$ cat config.mk
export PLATFORM = sky130hd
export DESIGN_NAME = huc6270_cpu_if
export DESIGN_NICKNAME = d
export VERILOG_FILES = /design/src/rtl/huc6270_cpu_if.sv
export SDC_FILE = /design/constraint.sdc
export NUM_CORES = 1
export LEC_CHECK = 0
export CORE_AREA = 4 4 94 96
export CTS_CLUSTER_DIAMETER = 120
export DETAILED_ROUTE_END_ITERATION = 6
export DIE_AREA = 0 0 98 100
export PLACE_DENSITY_LB_ADDON = 0.08
export RECOVER_POWER = 100
export SYNTH_ARGS = -nofsm -noshare
export SYNTH_HDL_FRONTEND = slang
export SYNTH_SLANG_ARGS = --single-unit
export TNS_END_PERCENT = 50
$ cat constraint.sdc
create_clock -name clock -period 2.5 [get_ports clock]
set_input_delay 0.5 -clock clock [delete_from_list [all_inputs] [get_ports clock]]
set_output_delay 0.5 -clock clock [all_outputs]
set_load 0.05 [all_outputs]
$ cat src/rtl/huc6270_cpu_if.sv
// HuC6270 VDC host bus interface: AR/data decode, register commit, VRAM handshakes.
// Optional HUC6270_BUS_SYNC_EN adds 2-flop synchronizers on the CPU bus pins.
module huc6270_cpu_if #(
    parameter int NREGS   = 20,
    parameter int VWR_IDX = 2,
    parameter int VRR_IDX = 2
) (
    input  logic             clock,
    input  logic             reset_n,
    input  logic             cs_n,
    input  logic             wr_n,
    input  logic             rd_n,
    input  logic [1:0]       addr,
    input  logic [7:0]       din,
    output logic [7:0]       dout,
    output logic [4:0]       ar,
    output logic [15:0]      reg_wdata,
    output logic [NREGS-1:0] reg_load,
    output logic             vwr_req,
    output logic [15:0]      vwr_data,
    input  logic             vwr_ack,
    input  logic [15:0]      vrr_data,
    output logic             vrr_read,
    input  logic [5:0]       status_in,
    output logic             status_clear
);

    localparam logic [12:0] BUS_IDLE = {3'b111, 10'b0};

    logic [12:0] bus_raw;
    logic [12:0] bus;

    assign bus_raw = {cs_n, wr_n, rd_n, addr, din};

`ifdef HUC6270_BUS_SYNC_EN
    logic [12:0] sync1_q, sync1_d;
    logic [12:0] sync2_q, sync2_d;

    always_comb begin
        sync1_d = bus_raw;
        sync2_d = sync1_q;
    end

    always_ff @(posedge clock or negedge reset_n) begin
        if (!reset_n) begin
            sync1_q <= BUS_IDLE;
            sync2_q <= BUS_IDLE;
        end else begin
            sync1_q <= sync1_d;
            sync2_q <= sync2_d;
        end
    end

    assign bus = sync2_q;
`else
    assign bus = bus_raw;
`endif

    logic       b_cs_n, b_wr_n, b_rd_n;
    logic [1:0] b_addr;
    logic [7:0] b_din;

    assign {b_cs_n, b_wr_n, b_rd_n, b_addr, b_din} = bus;

    logic wact, ract, wstb, rstb;
    logic wact_q, wact_d, ract_q, ract_d;

    assign wact = ~b_cs_n & ~b_wr_n;
    assign ract = ~b_cs_n & ~b_rd_n;
    assign wstb = wact & ~wact_q;
    // A simultaneous write wins; the read edge is dropped.
    assign rstb = ract & ~ract_q & ~wstb;

    logic [4:0]       ar_q, ar_d;
    logic [7:0]       lo_q, lo_d;
    logic [15:0]      reg_wdata_q, reg_wdata_d;
    logic [NREGS-1:0] reg_load_q, reg_load_d;
    logic             vwr_req_q, vwr_req_d;
    logic [15:0]      vwr_data_q, vwr_data_d;
    logic [7:0]       dout_q, dout_d;
    logic             vrr_read_q, vrr_read_d;
    logic             status_clear_q, status_clear_d;
    logic             overrun_q, overrun_d;

    logic [15:0] commit_word;
    assign commit_word = {b_din, lo_q};

    always_comb begin
        wact_d         = wact;
        ract_d         = ract;
        ar_d           = ar_q;
        lo_d           = lo_q;
        reg_wdata_d    = reg_wdata_q;
        reg_load_d     = '0;
        vwr_req_d      = vwr_req_q;
        vwr_data_d     = vwr_data_q;
        dout_d         = dout_q;
        vrr_read_d     = 1'b0;
        status_clear_d = 1'b0;
        overrun_d      = overrun_q;

        if (vwr_ack) vwr_req_d = 1'b0;

        if (wstb) begin
            case (b_addr)
                2'd0: ar_d = b_din[4:0];
                2'd2: lo_d = b_din;
                2'd3: begin
                    reg_wdata_d = commit_word;
                    if (int'(ar_q) < NREGS)
                        reg_load_d = {{(NREGS-1){1'b0}}, 1'b1} << ar_q;
                    if (ar_q == 5'(VWR_IDX)) begin
                        // Overwriting an unacked request loses data: flag it.
                        if (vwr_req_q && !vwr_ack) overrun_d = 1'b1;
                        vwr_req_d  = 1'b1;
                        vwr_data_d = commit_word;
                    end
                end
                default: ;
            endcase
        end else if (rstb) begin
            case (b_addr)
                2'd0: begin
                    dout_d         = {overrun_q, vwr_req_q, status_in};
                    status_clear_d = 1'b1;
                    overrun_d      = 1'b0;
                end
                2'd1: dout_d = 8'h00;
                2'd2: dout_d = vrr_data[7:0];
                default: begin
                    dout_d = vrr_data[15:8];
                    if (ar_q == 5'(VRR_IDX)) vrr_read_d = 1'b1;
                end
            endcase
        end
    end

    always_ff @(posedge clock or negedge reset_n) begin
        if (!reset_n) begin
            wact_q         <= 1'b0;
            ract_q         <= 1'b0;
            ar_q           <= '0;
            lo_q           <= '0;
            reg_wdata_q    <= '0;
            reg_load_q     <= '0;
            vwr_req_q      <= 1'b0;
            vwr_data_q     <= '0;
            dout_q         <= '0;
            vrr_read_q     <= 1'b0;
            status_clear_q <= 1'b0;
            overrun_q      <= 1'b0;
        end else begin
            wact_q         <= wact_d;
            ract_q         <= ract_d;
            ar_q           <= ar_d;
            lo_q           <= lo_d;
            reg_wdata_q    <= reg_wdata_d;
            reg_load_q     <= reg_load_d;
            vwr_req_q      <= vwr_req_d;
            vwr_data_q     <= vwr_data_d;
            dout_q         <= dout_d;
            vrr_read_q     <= vrr_read_d;
            status_clear_q <= status_clear_d;
            overrun_q      <= overrun_d;
        end
    end

    assign dout         = dout_q;
    assign ar           = ar_q;
    assign reg_wdata    = reg_wdata_q;
    assign reg_load     = reg_load_q;
    assign vwr_req      = vwr_req_q;
    assign vwr_data     = vwr_data_q;
    assign vrr_read     = vrr_read_q;
    assign status_clear = status_clear_q;

endmodule

==> results.yml <==
status:
  status: "complete, but fails checks"
  violations: "max-capacitance violations, max-slew violations"
floorplan:
  core_sq_um: 8051
  dieArea_sq_um: 9800
  rows: 33
  fp.dieW_um: 98
  num_io_pins: 106
  die_h_um: 100
  start_util_pct: 38.79
finish:
  drive_gt1_share_pct: 24.23
  area_growth_pct: 43.51
  mostFrequentLayoutCell: "dfrtp_1"
  fin_util_pct: 55.66
  diodes: 0
  nets: 359
  final_cell_mix: "dfrtp_1, dlygate4sd3_1, mux2_2"
clock_network:
  tritoncts: "yes"
  htreeDepth: 3
  clkLatencyLatePin_ps: 340
  numCtsBuffers: 9
  clock-root-buffer: "clkbuf_8"
  cts_resized: 0
  ctsHoldBuffers: 0
  clkSlewWorstSetupHoldPaths_ps: 90
  post-cts-setup-buffer-count: 0
  cts.sinks: 79
  cts.path.max_buffers: 2
critical_path:
  cp.required_ps: 2000
  start_kind: "register"
  crit_fanout: 11
  critPathKind: "reg -> out"
  cp_slowest_cell: "dlygate4sd3_1"
  critPathArrivalTime_ps: 1830
  cp_cell_sequence: "dlygate4sd3_1"
  critPathMaxStageDelay_ps: 940
  cp-end-kind: "output port"
  startpoint: "ar[2]$_DFFE_PN0P_"
  cp_top_family: "buffers and inverters"
  crit_buf_inv: 1
  r2r-start: "wact_q$_DFF_PN0_"
sta:
  setup_tns_ps: 0
  max_freq_mhz: 428.9
  clock_skew_ps: 7.012
  worst-slew-pin-transition_ps: 1757
  timing.final.crit_period_ps: 2332
  fin_crit_sh_pct: 93.27
  setup_viol: 0
  finalHoldWorstSlack_ps: 491.9
  finalHoldViolCount: 0
  rsz0062_at_grt: "false"
  drv_slew: 32
  slew-limit-headroom_pct: -17.15
pwr:
  pwr_density_cell_nw_per_um2: 881.7
  p_int_uw: 2502
  p_sw_share_pct: 36.67
  clkPwrFrac_pct: 27.4
  pwr-share-seq_pct: 40.7
  irDropWorstVdd_mv: 0.4387
  switching_power_uw: 1449
  combPwrFrac_pct: 31.9
  leakagePower_uw: 0.002153
detailed_routing:
  post_drt_wl_per_cell_um: 15.84
  drc: 0
  first_pass_iters: 3
  routed_wl_mm: 6.827
  via_per_inst: 4.749
  postRouteAntennaNets: 0
  drt_iter0_drc: 45
  num_vias: 2047
grt:
  grt.overflow.total: 0
  antenna_found_initial: 0
  grt_pass1_wl_mm: 11.46
  grtUsageTotal_pct: 14.83
  grt_max_degree: 49
  grt_pass1_vias: 2215
logic_synthesis:
  netlist_instances: 206
  syn_nets: 244
  avgSynthCellArea_sq_um: 15.16
  ys_seq_area_share_pct: 63.30
  synth_cell_types: 28
  ys.flop_type: "dfrtp_1"
  synth_edf_count: 0
  synthArstFlopShare_pct: 100.0
  ys_seq_elements: 79
  yosysWarnings: 0
  synth_area_sq_um: 3123
worst_hold_path:
  min_from: "reg_wdata[8]$_DFFE_PN0P_"
  hp-class: "reg -> reg"
place:
  dpl.hpwl_mm: 4.917
  numPortBuffers: 105
  place.gp.congestion: 0.7170
flow_run:
  maxCapViolations: 1
[registers in the layout, indices dropped and copies added, names as in the netlist]
name / cells
ar: 5
lo_q: 8
dout: 8
overrun_q: 1
wact_q: 1
vwr_data: 16
reg_load: 20
ract_q: 1
reg_wdata: 16
status_clear: 1
vwr_req: 1
vrr_read: 1
[cell usage after synthesis (3+ instances only)]
cell type	instances	share of area [%]
mux2_4	7	3.4
dfrtp_1	79	63
nor3_1	10	1.6
mux2_2	53	19
buf_2	4	0.64
nand3_1	3	0.48
nand2b_1	3	0.60
and2_1	3	0.60
inv_1	3	0.36
a22o_1	8	2.2
nor2_1	11	1.3
nand2_1	4	0.48
[final timing paths]
path	depth (start not counted)	slack [ps]	endpoint
worst min-delay path	1	490	reg_wdata[8]$_DFFE_PN0P_
min in group asynchronous	1	610	dout[2]$_DFFE_PN0P_
worst min register to register	1	490	reg_wdata[8]$_DFFE_PN0P_
worst max-delay path	1	170	ar[2]
max in group asynchronous	1	870	lo_q[5]$_DFFE_PN0P_
worst max register to register	4	740	reg_wdata[7]$_DFFE_PN0P_
[layer usage]
metal	wire (um)	share of wire, %	GRT usage [%]	up-vias
li1	-	-	-	964
met1	3034	44	19.10	1014
met2	3295	48	23.98	58
met3	387	5.7	4.448	11
met4	110	1.6	5.218	0
met5	0	0	0	-
[power groups by stage]
stage,combinational (uW),sequential [uW],clock (uW)
floorplan,279,2200,0
global placement,1340,1640,0
detailed placement,1350,1640,0
CTS,1360,1620,1110
global route,1330,1640,1180
finish,1260,1610,1080
[cells by family after synthesis]
group / count (synthesis) / synth area share (%)
AOI/OAI and AO/OA: 10 / 2.765
buffers and inverters: 10 / 2.364
DFF: 79 / 63.30
muxes: 61 / 22.84
and+or+nand+nor: 46 / 8.735
[cell type report]
| type | instances | area (sq um) |
|---|---|---|
| Timing Repair Buffer | 111 | 1096 |
| Fill cell | 717 | 3570 |
| Clock inverter | 7 | 102.6 |
| Inverter | 3 | 11.26 |
| Sequential cell | 79 | 1977 |
| Tap cell | 105 | 131.4 |
| Clock buffer | 9 | 123.9 |
| Multi-Input combinational cell | 117 | 1040 |
[worst register-to-register path, cell delays in order (launching register included)]
cell,delay (ps)
dfrtp_1,420
nor3_4,250
and2_0,190
clkbuf_2,400
mux2_2,390
[stage by stage]
step                      cell area, sq um  cells  power (uW)  setup WS (ps)
after detailed placement              4310    415        2998          203.4
after CTS                             4537    431        4090          197.1
final                                 4482    431        3952          168.3
after global routing                  4482    431        4146          97.14
after floorplan                       3123    206        2480          692.0
after global placement                4310    415        2985          242.0
Power figures use the tool's default switching activity.
